==> src/rtl/decoder_nx_seq_pkg.sv <==
// Shared types and helpers for the registered one-hot channel-strobe decoder.
package decoder_pkg;

  typedef enum logic [1:0] {
    IDLE  = 2'd0,
    HOLD  = 2'd1,
    PULSE = 2'd2
  } state_t;

  localparam logic MODE_LEVEL = 1'b0;
  localparam logic MODE_PULSE = 1'b1;

  localparam int MAX_OUT = 64;

  // Widest possible decode; callers truncate to their own output count.
  function automatic logic [MAX_OUT-1:0] onehot_dec(input logic [5:0] sel, input int n_out);
    logic [MAX_OUT-1:0] res;
    res = '0;
    if (int'(sel) < n_out) res[sel] = 1'b1;
    return res;
  endfunction

endpackage

==> src/rtl/decoder_nx_seq_pulse_timer.sv <==
// Loadable down-counter that stops at zero; done flags an expired count.
module pulse_timer #(
  parameter int CNT_W = 4
) (
  input  logic             clk,
  input  logic             rst,
  input  logic             clr,
  input  logic             load,
  input  logic [CNT_W-1:0] value,
  output logic             done
);

  logic [CNT_W-1:0] count;

  assign done = (count == '0);

  always_ff @(posedge clk) begin
    if (rst || clr) begin
      count <= '0;
    end else if (load) begin
      count <= value;
    end else if (!done) begin
      count <= count - 1'b1;
    end
  end

endmodule

==> src/rtl/decoder_nx_seq.sv <==
// Registered binary-to-one-hot decoder with LEVEL and timed PULSE output modes.
// Handshake: a select transfers on any cycle where sel_valid and sel_ready are both high.
module decoder_nx_seq
  import decoder_pkg::*;
#(
  parameter int SEL_W = 3,
  parameter int N_OUT = 8,
  parameter int CNT_W = 4
) (
  input  logic             clk,
  input  logic             rst,
  input  logic             en,
  input  logic             sel_valid,
  input  logic [SEL_W-1:0] sel,
  input  logic             mode,
  input  logic [CNT_W-1:0] pulse_len,
  output logic             sel_ready,
  output logic [N_OUT-1:0] y,
  output logic             busy,
  output logic             err,
  output logic [1:0]       state
);

  state_t             cur;
  logic               accept;
  logic               in_range;
  logic               load;
  logic               done;
  logic [MAX_OUT-1:0] dec;

  assign state     = cur;
  assign sel_ready = en && (cur != PULSE);
  assign accept    = sel_valid && sel_ready;
  assign in_range  = 32'(sel) < N_OUT;
  assign dec       = onehot_dec(6'(sel), N_OUT);
  assign load      = accept && in_range && (mode == MODE_PULSE);

  pulse_timer #(.CNT_W(CNT_W)) u_timer (
    .clk   (clk),
    .rst   (rst),
    .clr   (!en),
    .load  (load),
    .value (pulse_len),
    .done  (done)
  );

  always_ff @(posedge clk) begin
    if (rst) begin
      cur  <= IDLE;
      y    <= '0;
      busy <= 1'b0;
      err  <= 1'b0;
    end else begin
      err <= 1'b0;
      if (!en) begin
        cur  <= IDLE;
        y    <= '0;
        busy <= 1'b0;
      end else if (accept) begin
        // Out-of-range selects are consumed but produce no strobe.
        if (!in_range) begin
          cur  <= IDLE;
          y    <= '0;
          busy <= 1'b0;
          err  <= 1'b1;
        end else begin
          y <= N_OUT'(dec);
          if (mode == MODE_PULSE) begin
            cur  <= PULSE;
            busy <= 1'b1;
          end else begin
            cur  <= HOLD;
            busy <= 1'b0;
          end
        end
      end else if (cur == PULSE && done) begin
        cur  <= IDLE;
        y    <= '0;
        busy <= 1'b0;
      end
    end
  end

endmodule

==> config.mk <==
export PLATFORM = sky130hd
export DESIGN_NAME = decoder_nx_seq
export DESIGN_NICKNAME = d
export VERILOG_FILES = /design/src/rtl/decoder_nx_seq_pkg.sv /design/src/rtl/decoder_nx_seq_pulse_timer.sv /design/src/rtl/decoder_nx_seq.sv
export SDC_FILE = /design/constraint.sdc
export NUM_CORES = 1
export LEC_CHECK = 0
export CAP_MARGIN = 40
export CORE_UTILIZATION = 45
export DETAILED_ROUTE_END_ITERATION = 8
export PLACE_DENSITY = 0.89
export SLEW_MARGIN = 10
export SYNTH_ARGS = -nofsm -noshare
export SYNTH_HDL_FRONTEND = slang
export SYNTH_SLANG_ARGS = --single-unit
==> constraint.sdc <==
create_clock -name clk -period 2.9 [get_ports clk]
set_input_delay 0.58 -clock clk [delete_from_list [all_inputs] [get_ports clk]]
set_output_delay 0.58 -clock clk [all_outputs]
set_load 0.03 [all_outputs]
==> flow_metrics.tcl, run 1 <==
set metrics [dict create \
    layout_min_cycle_time_ns 2.52 \
    start_util 0.507 \
    synth_cell_types 27 \
    p_int_mw 0.317 \
    worstSetupEndpointType "primary output" \
    firstDrtPassIters 4 \
    met1Wirelength_um 692 \
    rsz0062_at_grt "false" \
    p_sw_mw 0.115 \
    grt_pass1_vias 574 \
    crit_arrival_ns 1.94 \
    tightest_slew_ns 0.584 \
    antenna_found_initial 0 \
    p_seq_frac 0.469 \
    cts_setup_buffers 0 \
    drive_above_1_share 0.0594 \
    start_kind "input pin" \
    synth_warnings 0 \
    status "finished clean" \
    grt_max_degree 15 \
    grt_overflow 0 \
    finalCritPeriodShare 0.867 \
    fp-row-count 13 \
    design_area_um2 932 \
    pin_count 25 \
    grt_pass1_wl_mm 2.23 \
    place_hpwl_mm 1.11 \
    routed_wl_mm 1.53 \
    die_w_um 41 \
    combinationalPowerShare 0.207 \
    ctsLongestPathBuffers 2 \
    synth_area_per_cell_um2 8.56 \
    final_hold_viol_count 0 \
    insertedDiodeCount 0 \
    ys_top_cells_by_area "dfxtp_1 (41%), a21oi_1 (9.5%), nand3_1 (9.5%)" \
    grt_use_total 0.208 \
    cts_hold_buf 0 \
    routed-wl-met2_um 740 \
    max_clock_freq_mhz 398 \
    cts_tree "built" \
    clk_latency_ns 0.27 \
    cts_resized 0 \
    syn_nets 94 \
    numClockSinks 14 \
    io_buffers 23 \
    final_common_cell "clkdlybuf4s50_1" \
    die_h_um 41 \
    num-nets-final 116 \
    pwr_density_cell_mw_per_mm2 464 \
    cp_max_fo 5 \
    synth_area_um2 684 \
    met3_length_um 76 \
    setup.worst_path.class "in2out" \
    skew_ns 0.00611 \
    leakage_nw 0.317 \
    cts-root-buf "clkbuf_4" \
    slew_violations 0 \
    post_drt_wl_per_cell_um 13.2 \
    top_layer_used "met4" \
    dieArea_mm2 0.00168 \
    irDropWorstVdd_uv 368 \
    area_growth_pct 36.2 \
    fin_util 0.690 \
    drv_cap 0 \
    fp.coreArea_mm2 0.00135 \
    ant_nets 0 \
    dpl_cell_area_um2 896 \
    hp-class "reg2reg" \
    power_frac_clock 0.323 \
    final_cell_mix "clkdlybuf4s50_1 (23), dfxtp_1 (14), nand3_1 (13), a21oi_1 (13), nor2_1 (4)" \
    h-tree-depth 1 \
    finalSetupTns_ns 0 \
    ys_seq_area_frac 0.410 \
    dr_total_vias 642 \
    synth_area_leader_cell "dfxtp_1" \
    drc 0 \
    cts_buffers 3 \
    p_sw_frac 0.265 \
    vias_per_cell 5.53 \
    nFillCells 122 \
    slew_headroom 0.610 \
    ys_ff_latch 14 \
    finalSetupViolCount 0 \
    drtIter0Drc 7 \
    synth_top_cell_area_share 0.410 \
    synthCells 80 \
    path_clk_slew_ns 0.09 \
    required_ns 2.32 \
    place_congestion 0.739 \
]
-- cells in the mapped netlist --
cell type and instances:
a211oi_1 1, a21oi_1 13, and2_1 1, and3_1 1
buf_4 2, buf_6 1, clkbuf_1 3, conb_1 1
dfxtp_1 14, ha_1 2, inv_1 2, mux2i_1 1
nand2_1 3, nand2b_1 2, nand2b_4 1, nand3_1 13
nand3_2 1, nand3b_1 1, nand4_1 2, nand4b_1 3
nor2_1 4, nor3_1 1, nor3b_1 1, o21ai_0 1
or3_1 1, or4b_1 2, xnor2_1 2
-- metal layers --
| metal | GRT usage | vias up |
|---|---|---|
| met1 | 0.213 | 293 |
| met2 | 0.379 | 19 |
| met5 | 0 | - |
| li1 | - | 328 |
| met4 | 0.125 | 0 |
| met3 | 0.0435 | 2 |
-- through the flow --
stage | setup WS, ns | cells | hold WS, ns | power, mW
3_5_place_dp | 0.384 | 112 | 0.463 | 0.297
4_1_cts | 0.376 | 116 | 0.474 | 0.435
2_1_floorplan | 1.32 | 80 | 0.531 | 0.266
3_3_place_gp | 0.414 | 112 | 0.459 | 0.294
6_report | 0.385 | 116 | 0.472 | 0.432
5_1_grt | 0.324 | 116 | 0.494 | 0.450
-- power groups by stage --
stage / sequential [mW] / combinational (mW) / clock, mW
2_1_floorplan: 0.209 / 0.0570 / 0
3_3_place_gp: 0.207 / 0.0870 / 0
3_5_place_dp: 0.207 / 0.0895 / 0
4_1_cts: 0.203 / 0.0901 / 0.142
5_1_grt: 0.203 / 0.0993 / 0.147
6_report: 0.203 / 0.0896 / 0.140
-- final timing paths --
kind / from / end / slack [ns] / cells past startpoint
worst max-delay path: en / sel_ready / 0.38 / 3
worst min-delay path: y[2]$_SDFFE_PP0P_ / y[2]$_SDFFE_PP0P_ / 0.47 / 2
worst max register to register: u_timer.count[0]$_SDFFE_PP0P_ / y[1]$_SDFFE_PP0P_ / 1.05 / 6
worst min register to register: y[2]$_SDFFE_PP0P_ / y[2]$_SDFFE_PP0P_ / 0.47 / 2
-- critical path: stages --
cell	delay, ns
clkdlybuf4s50_1	0.55
and2_1	0.15
clkdlybuf4s50_1	0.66
-- sequential cells by signal (all words and copies together), names as in the netlist --
name           flops
y                  8
u_timer.count      4
busy               1
state              1
-- logic make-up after synthesis --
logic type / share of synthesized area
and+or+nand+nor: 0.329
AOI/OAI and AO/OA: 0.113
DFF: 0.410
buffers and inverters: 0.0658
adders and majority gates: 0.0366
xor gates and xnor gates: 0.0256
other: 0.00548
muxes: 0.0146
-- area by class of cell --
type                            count  area [um2]  area share
Tap cell                           15        18.8      0.0201
Clock buffer                        4        36.3      0.0389
Timing Repair Buffer               23         230       0.247
Sequential cell                    14         280       0.301
Inverter                            2        7.51     0.00805
Multi-Input combinational cell     58         359       0.385
Note: power is estimated with default switching activity, not from simulation.
==> run 2: changes to the inputs <==
--- a/config.mk
+++ b/config.mk
@@ -7,6 +7,7 @@
 export LEC_CHECK = 0
 export CAP_MARGIN = 40
 export CORE_UTILIZATION = 45
+export CTS_CLUSTER_DIAMETER = 60
 export DETAILED_ROUTE_END_ITERATION = 8
 export PLACE_DENSITY = 0.89
 export SLEW_MARGIN = 10
==> results of run 2 <==
The final DEF is identical to that of run 1; final timing and power are the same.
==> run 3: changes to the inputs <==
--- a/config.mk
+++ b/config.mk
@@ -5,11 +5,12 @@
 export SDC_FILE = /design/constraint.sdc
 export NUM_CORES = 1
 export LEC_CHECK = 0
-export CAP_MARGIN = 40
 export CORE_UTILIZATION = 45
 export CTS_CLUSTER_DIAMETER = 60
+export CTS_CLUSTER_SIZE = 10
 export DETAILED_ROUTE_END_ITERATION = 8
 export PLACE_DENSITY = 0.89
+export SKIP_CTS_REPAIR_TIMING = 1
 export SLEW_MARGIN = 10
 export SYNTH_ARGS = -nofsm -noshare
 export SYNTH_HDL_FRONTEND = slang
==> results of run 3 <==
The final DEF is identical to that of run 1; final timing and power are the same.
==> variant, RTL diff (config.mk and constraints of run 1) <==
Add an input register stage for `mode`; this delays it by one clock. The other inputs are not delayed to match.
--- a/src/rtl/decoder_nx_seq.sv
+++ b/src/rtl/decoder_nx_seq.sv
@@ -21,6 +21,12 @@
   output logic [1:0]       state
 );
 
+  logic mode_q;
+
+  always_ff @(posedge clk) begin
+    mode_q <= mode;
+  end
+
   state_t             cur;
   logic               accept;
   logic               in_range;
@@ -33,7 +39,7 @@
   assign accept    = sel_valid && sel_ready;
   assign in_range  = 32'(sel) < N_OUT;
   assign dec       = onehot_dec(6'(sel), N_OUT);
-  assign load      = accept && in_range && (mode == MODE_PULSE);
+  assign load      = accept && in_range && (mode_q == MODE_PULSE);
 
   pulse_timer #(.CNT_W(CNT_W)) u_timer (
     .clk   (clk),
@@ -65,7 +71,7 @@
           err  <= 1'b1;
         end else begin
           y <= N_OUT'(dec);
-          if (mode == MODE_PULSE) begin
+          if (mode_q == MODE_PULSE) begin
             cur  <= PULSE;
             busy <= 1'b1;
           end else begin
Behaviour: not the same (Yosys sat finds a counterexample within 4 cycles, from zero or initial values).
==> variant against run 1 <==
Sequential power rose by 7%. Via count rose by 3.7%. Clock skew barely moved. Synthesized area rose by 2.9%. Final area rose by 1.2%. Total power fell by 0.93%. Register-to-register slack got worse by 0.06 ns. Sequential cell count rose by 1. Worst setup slack got worse by 0.0055 ns. Wire length fell by 3.9%. Die area rose by 2.8%.
==> variant: results <==
group,metric,value,unit
finish,drive_gt1_share,5.88,%
grt,grt_pass1_wl,2690,µm
clock_network,postCtsSetupBuffers,0,
hold_path,hold_class,"reg2reg",
grt,track_usage,19.9,%
synthesis,ys_warn_count,0,
critical_path,arrival,1.94,ns
place,place_inst,113,
synthesis,ys_async_sr_fraction,0,%
power,p_switching,121,µW
synthesis,synth_cell_types,27,
synthesis,synth_nets,95,
grt,grt_max_degree,15,
critical_path,max_stage_delay,0.66,ns
run,drv_cap,0,
route,vias,666,
clock_network,clk_path_buf_depth,2,
place,place_hpwl,1080,µm
place,gp_congestion,0.791,
grt,grt_pass1_vias,623,
critical_path,cp_top_family,"buffers and inverters",
synthesis,synthTopCellsByCount,"dfxtp_1, a21oi_1, nand3_1, nor2_1",
status,outcome,"finished clean",
finish,diodes,0,
critical_path,path_max_fanout,5,
synthesis,synth-main-ff-cell,"dfxtp_1",
clock_network,clkTransAtPathRegs,0.09,ns
critical_path,crit_slowest_cell,"clkdlybuf4s50_1",
clock_network,root_buffer,"clkbuf_4",
route,via_per_inst,5.69,
finish,final_net_count,117,
synthesis,synth_area_leaders,"dfxtp_1, a21oi_1, nand3_1, nand4b_1, ha_1",
power,peakVddDrop,0.000313,V
clock_network,htree_levels,1,
clock_network,post_cts_resized,0,
synthesis,syn_inst,81,
grt,grt.met3_usage,9.57,%
power,power.leakage,0.322,nW
sta,worst_pin_slew,0.600,ns
synthesis,yosysSeqAreaShare,42.6,%
grt,use_met1,23.7,%
route,routed_wirelength,1470,µm
grt,grt_util_met2,31.6,%
finish,top_regs,"y (8), u_timer.count (4)",
clock_network,clock_latency,0.29,ns
grt,top_usage_layer,"met2",
place,dp_slack,0.375,ns
sta,skew,0.00613,ns
place,port-buffer-count,23,
grt,antenna_found_initial,0,
route,drt-initial-drc-count,12,
clock_network,cts_buffers,3,
[variant: cell count changes in the layout (fill, tap and decap cells not counted)]
cell / delta
clkinv_2: +1
clkbuf_8: -1
dfxtp_1: +1
[variant: final timing paths]
path               startpoint        end  slack (ns)  depth (start not counted)
max                        en  sel_ready        0.38                          3
min                      y[6]       y[6]        0.47                          2
min reg2reg              y[6]       y[6]        0.47                          2
max reg2reg  u_timer.count[0]       y[2]        0.99                          6
[variant: area by class of cell]
type,instances,area [µm²]
clock inverters,1,5.00
flip-flops and latches,15,300
fillers,117,439
clock buffers,3,22.5
multi-input cells,58,359
inverters,2,7.51
repair buffers,23,230
well taps,15,18.8
[variant: per-stage QoR]
| stage | total power [mW] | hold WS [ns] | cell area [µm²] |
|---|---|---|---|
| detailed placement | 0.312 | 0.461 | 916 |
| floorplan | 0.282 | 0.470 | 704 |
| finish | 0.428 | 0.470 | 943 |
| global route | 0.457 | 0.486 | 943 |
| global placement | 0.308 | 0.456 | 916 |
| CTS | 0.433 | 0.475 | 943 |
[variant: power groups by stage]
stage / logic [mW] / clock network [mW] / registers [mW]
2_1_floorplan: 0.0570 / 0 / 0.225
3_3_place_gp: 0.0858 / 0 / 0.222
3_5_place_dp: 0.0893 / 0 / 0.223
4_1_cts: 0.0900 / 0.125 / 0.218
5_1_grt: 0.101 / 0.136 / 0.219
6_report: 0.0896 / 0.120 / 0.218
[variant: worst min-delay path: stages (launching register included)]
cell and delay, ns:
dfxtp_1 0.32, nand3_1 0.06, a21oi_1 0.06
[variant: logic make-up (layout without fill, tap and decap cells)]
family | Yosys count | count (layout) | share of synthesized area (%)
flip-flops | 15 | 15 | 42.6
other | 1 | 1 | 0.532
AO/OA/AOI/OAI | 15 | 15 | 11.0
XOR/XNOR | 2 | 2 | 2.49
adder cells (fa/ha/maj) | 2 | 2 | 3.55
AND/OR/NAND/NOR | 37 | 37 | 32.0
multiplexers | 1 | 1 | 1.42
buffers and inverters | 8 | 29 | 6.39
[variant: metal layers]
layer	up-vias	wire length (µm)
met5	-	0
met4	0	19
met3	5	84
met2	20	701
met1	312	662
li1	329	-
